## src/rtl/palindrome_generator.sv

```systemverilog
// rtl/palindrome_generator.sv - serial MSB-first palindrome frame transmitter, seed plus mirror
// Optional macro PALGEN_BACK_TO_BACK_EN allows a new seed on the last bit for gapless frames.
module palindrome_generator #(
  parameter  int BITS   = 4,
  localparam int SEED_W = (BITS + 1) / 2
) (
  input  logic              clk,
  input  logic              reset,
  input  logic [SEED_W-1:0] seed,
  input  logic              load_valid,
  output logic              load_ready,
  input  logic              advance,
  output logic              out,
  output logic              out_valid,
  output logic              frame_start,
  output logic              frame_end
);

  localparam int            CW       = $clog2(BITS + 1);
  localparam logic [CW-1:0] C_LAST   = CW'(BITS - 1);
  localparam logic [CW-1:0] C_SEED_W = CW'(SEED_W);
  localparam logic [CW-1:0] C_MIR    = CW'(BITS - SEED_W);

  typedef enum logic [1:0] {
    S_IDLE = 2'd0,
    S_FWD  = 2'd1,
    S_REV  = 2'd2
  } state_t;

  state_t            r_state, w_state_n;
  logic [CW-1:0]     r_cnt, w_cnt_n, w_cnt_inc, w_idx;
  logic [SEED_W-1:0] r_seed, w_seed_n, w_shift;
  logic              r_out, w_out_n;
  logic              r_out_valid, w_valid_n;
  logic              r_fs, w_fs_n;
  logic              r_fe, w_fe_n;
  logic              w_last, w_load_ready, w_accept, w_bit;

  assign w_last = r_out_valid & (r_cnt == C_LAST);

`ifdef PALGEN_BACK_TO_BACK_EN
  assign w_load_ready = (r_state == S_IDLE) | (w_last & advance);
`else
  assign w_load_ready = (r_state == S_IDLE);
`endif

  assign w_accept  = load_valid & w_load_ready;
  assign w_cnt_inc = r_cnt + CW'(1);

  // Frame position k maps to seed index SEED_W-1-k on the way out and k-(BITS-SEED_W) on the way back.
  assign w_idx   = (w_cnt_inc < C_SEED_W) ? (C_SEED_W - CW'(1) - w_cnt_inc)
                                          : (w_cnt_inc - C_MIR);
  assign w_shift = r_seed >> w_idx;
  assign w_bit   = w_shift[0];

  always_comb begin
    w_state_n = r_state;
    w_cnt_n   = r_cnt;
    w_seed_n  = r_seed;
    w_out_n   = r_out;
    w_valid_n = r_out_valid;
    w_fs_n    = r_fs;
    w_fe_n    = r_fe;
    case (r_state)
      S_IDLE: begin
        if (w_accept) begin
          w_state_n = S_FWD;
          w_cnt_n   = '0;
          w_seed_n  = seed;
          w_out_n   = seed[SEED_W-1];
          w_valid_n = 1'b1;
          w_fs_n    = 1'b1;
          w_fe_n    = 1'b0;
        end
      end
      S_FWD, S_REV: begin
        if (advance) begin
          if (r_cnt == C_LAST) begin
            if (w_accept) begin
              w_state_n = S_FWD;
              w_cnt_n   = '0;
              w_seed_n  = seed;
              w_out_n   = seed[SEED_W-1];
              w_valid_n = 1'b1;
              w_fs_n    = 1'b1;
              w_fe_n    = 1'b0;
            end else begin
              w_state_n = S_IDLE;
              w_cnt_n   = '0;
              w_out_n   = 1'b0;
              w_valid_n = 1'b0;
              w_fs_n    = 1'b0;
              w_fe_n    = 1'b0;
            end
          end else begin
            w_state_n = (w_cnt_inc >= C_SEED_W) ? S_REV : S_FWD;
            w_cnt_n   = w_cnt_inc;
            w_out_n   = w_bit;
            w_fs_n    = 1'b0;
            w_fe_n    = (w_cnt_inc == C_LAST);
          end
        end
      end
      default: begin
        w_state_n = S_IDLE;
        w_cnt_n   = '0;
        w_out_n   = 1'b0;
        w_valid_n = 1'b0;
        w_fs_n    = 1'b0;
        w_fe_n    = 1'b0;
      end
    endcase
  end

  always_ff @(posedge clk or negedge reset) begin
    if (!reset) begin
      r_state     <= S_IDLE;
      r_cnt       <= '0;
      r_seed      <= '0;
      r_out       <= 1'b0;
      r_out_valid <= 1'b0;
      r_fs        <= 1'b0;
      r_fe        <= 1'b0;
    end else begin
      r_state     <= w_state_n;
      r_cnt       <= w_cnt_n;
      r_seed      <= w_seed_n;
      r_out       <= w_out_n;
      r_out_valid <= w_valid_n;
      r_fs        <= w_fs_n;
      r_fe        <= w_fe_n;
    end
  end

  assign load_ready  = w_load_ready;
  assign out         = r_out;
  assign out_valid   = r_out_valid;
  assign frame_start = r_fs;
  assign frame_end   = r_fe;

endmodule

```

## config.mk

```make
export PLATFORM = sky130hd
export DESIGN_NAME = palindrome_generator
export DESIGN_NICKNAME = d
export VERILOG_FILES = /design/src/rtl/palindrome_generator.sv
export SDC_FILE = /design/constraint.sdc
export NUM_CORES = 1
export LEC_CHECK = 0
export ABC_AREA = 1
export CAP_MARGIN = 40
export CORE_MARGIN = 5
export CORE_UTILIZATION = 48
export DETAILED_ROUTE_END_ITERATION = 12
export DONT_BUFFER_PORTS = 1
export PLACE_DENSITY = 0.73
export SLEW_MARGIN = 20
export SYNTH_ARGS = -nofsm -noshare
export SYNTH_HDL_FRONTEND = slang
export SYNTH_SLANG_ARGS = --single-unit
```

## constraint.sdc

```tcl
create_clock -name clk -period 1.4 [get_ports clk]
set_clock_uncertainty 0.05 [all_clocks]
set_input_delay 0.42 -clock clk [delete_from_list [all_inputs] [get_ports clk]]
set_output_delay 0.42 -clock clk [all_outputs]
set_load 0.01 [all_outputs]
```

==> results by group <==
STA
  – RSZ-0062 raised after global routing: yes
  – Post-route clock period utilization: 1.06
  – Tmin final: 1490 ps
  – Peak Freq: about 0.67 GHz
  – Worst hold slack: approximately 220 ps
  – Slew margin rel.: 0.652
  – Setup TNS: -98.0 ps
  – Slew Viols, Final: 0
  – Final setup vio count: 2
  – Final Hold Fails: 0
  – Tightest Pin Transition: ~520 ps
  – Final worst setup slack: -89.1 ps

Global routing
  – Aggregate global-route resource usage: 0.173
  – Gr ovfl total: 0
  – First-pass GRT wire length: 2.54 mm
  – Initial antenna violation count: 0
  – Largest net degree at the start of global routing: 12
  – Vias in the first global route: between 600 and 700

Yosys
  – Synth top area cells: dfrtp_1, ha_1, nand2_1
  – Post-Synthesis Cells: between 70 and 80
  – Post-synth ARST share: 1.00
  – Syn Std Cell Area: ~640 um2
  – Yosys warnings: 0
  – Adder-cell share of the synthesized area: 0.136
  – Synth Area in Simple Gates: 0.230
  – Count leader, synth: nand2_1
  – Post-Synth XOR/XNOR Area: 0
  – Mux contribution to synthesized area: 0
  – Sequential area share after synthesis: 0.428
  – Syn_nets: 89
  – Area leader, netlist: dfrtp_1
  – Compound-Gate Fraction of Synth Area: 0.119
  – Post-synth EDFFs: 0
  – Commonest cells post-synth: nand2_1, inv_1, dfrtp_1
  – Synth unique cells: 16
  – FF+latch count, synth: 11
  – Top_reg_cell synth: dfrtp_1
  – Syn_area_per_cell: ~8.5 um2
  – Largest family of logic cells by synthesized area: simple AND/OR/NAND/NOR gates
  – Top cell type's share of synthesized area: 0.428

Worst hold path
  – Worst min path class: input pin to flip-flop
  – Worst hold path cell count: 2

Placement
  – I/O Buffers: 0
  – DPL Wire Length: between 1 and 1.5 mm
  – Gpl congestion: 0.801
  – Post-place setup slack: -60.8 ps

Final layout
  – Fin nets: 110
  – Fillers: 79
  – Ant diodes: 0
  – Share of cells above drive strength 1: 0.427
  – Area Growth Syn to Fin: 45.5%

Run status
  – Run status: complete, but fails checks
  – Failing checks: setup timing

Critical path
  – Setup crit start kind: flip-flop
  – CP required: ~930 ps
  – Crit. End Element: output port
  – Crit Path Class: flip-flop to output port
  – Crit Path Max Fanout: 2
  – Reg2Reg Depth: 6
  – Critical Path AT: 1020 ps

CTS
  – Clock latency on the worst-skew pair: ~280 ps
  – Clk pin slew, worst setup/hold paths: roughly 80 ps
  – H-tree Lvls: 1
  – Root Driver: clkbuf_4
  – CTS Buf Count: 3
  – Clock Tree Buf Depth: 2
  – Clock tree sinks: 11
  – TritonCTS clock tree: done

Power and ir drop
  – Combinational Power Share: 0.663
  – Sequential Power Share: 0.238
  – Sw Share: 0.463
  – Clock power frac: 0.099
  – Tot Pwr: around 2.4 mW
  – Power Internal: 1.28 mW
  – Pwr Density: approximately 2600 nW/um2
  – Max VDD drop: 0.00141 V
  – Pleak: approximately 0.45 nW
  – P_sw: 1.11 mW

Drt
  – Drt first-iter violations: 27
  – Post-DR wirelength/cell: between 15 and 20 um
  – Routed vias/inst: approximately 5.3
  – Post-route DRC: 0
  – Pre-antenna DRT Iters: 4
  – Final WL: roughly 1.9 mm
  – DR vias: around 590
  – Final ANT Viol Nets: 0

Die
  – Core area: around 1300 um2
  – Initial Util: 0.500
  – Placement Rows: 13
  – I/O pins: 11
  – Chip height: 46.6 um
  – Die width: between 40 and 50 um
  – Die Area: roughly 2200 um2

Run
  – Max-Cap Viols: 0
through the flow:
stage / std cells / util / cell area [um2]
final: 111 / 0.728 / 936
after CTS: 109 / 0.644 / 827
after global routing: 111 / 0.728 / 936
after global placement: 101 / 0.574 / 737
after detailed placement: 101 / 0.574 / 737
after floorplan: 76 / - / 643
timing repair:
item / CTS / global route
buffers inserted: 3 / 1
hold endpoints to repair: 11 / 0
gates cloned: 0 / 1
pin swaps: 1 / 11
gates resized for setup: 8 / 19
setup endpoints to repair: 10 / 12
hold buffers: 1 / 0
final cells by class:
type                    instances  area (um2)  share of cell area
flip-flops and latches         11         275               0.294
multi-input cells              51         435               0.465
well taps                      15        18.8              0.0201
clock buffers                   4        26.3              0.0281
repair buffers                 15         119               0.127
inverters                      15        61.3              0.0655
path summary, 6_finish.rpt:
path / slack [ps] / startpoint / endpoint
max reg2reg: -10 / r_state[0] / frame_end
min in group asynchronous: 490 / reset / frame_start
min: 220 / seed[0] / r_seed[0]
max: -90 / r_state[0] / load_ready
max in group asynchronous: 450 / reset / frame_end
min reg2reg: 470 / r_seed[1] / r_seed[1]
cells in the final DEF (no fill, tap or decap):
cell and n:
inv_4 2, dfrtp_1 11, ha_4 4, clkbuf_4 3, o21ai_4 1, o22ai_1 2, ha_1 3, nor2_4 3
nand2_2 1, buf_6 1, nand2_8 1, a21oi_2 2, buf_4 13, clkbuf_1 1, nand2_4 2, o21ai_1 3
nand2_1 17, nand3_4 1, inv_2 3, a31oi_1 1, inv_1 10, nand3_2 2, a21oi_1 1, nor2_1 1
o21ai_2 2, dlygate4sd3_1 1, nand3_1 3, o21ai_0 1
critical path: stages, from the launching register on:
cell and delay (ps):
dfrtp_1 410, inv_2 90, ha_4 140, buf_6 90
state kept, by name, summed over array words and instances (netlist names):
signal and flops:
frame_start 1, r_seed 2, out 1, r_state 2, frame_end 1, r_cnt 3
out_valid 1
metal layers:
layer	vias up	GRT usage	part of all wire
li1	281	-	-
met3	8	0.0430	0.034
met2	19	0.308	0.51
met5	-	0	0
met1	280	0.167	0.42
met4	0	0.131	0.041
logic make-up (layout without fill, tap and decap cells):
logic type,after synthesis,after routing
buf+inv,15,34
compound gates,13,13
fa+ha+maj,7,7
simple gates,30,31
flops,11,11
power by group through the flow:
stage / Clock [mW] / Combinational [mW] / Sequential [mW]
2_1_floorplan: 0 / 0.700 / 0.536
3_3_place_gp: 0 / 1.04 / 0.547
3_5_place_dp: 0 / 1.06 / 0.556
4_1_cts: 0.230 / 1.21 / 0.554
5_1_grt: 0.244 / 1.72 / 0.580
6_report: 0.237 / 1.58 / 0.568
No activity file was read; power rests on OpenSTA's default activity.
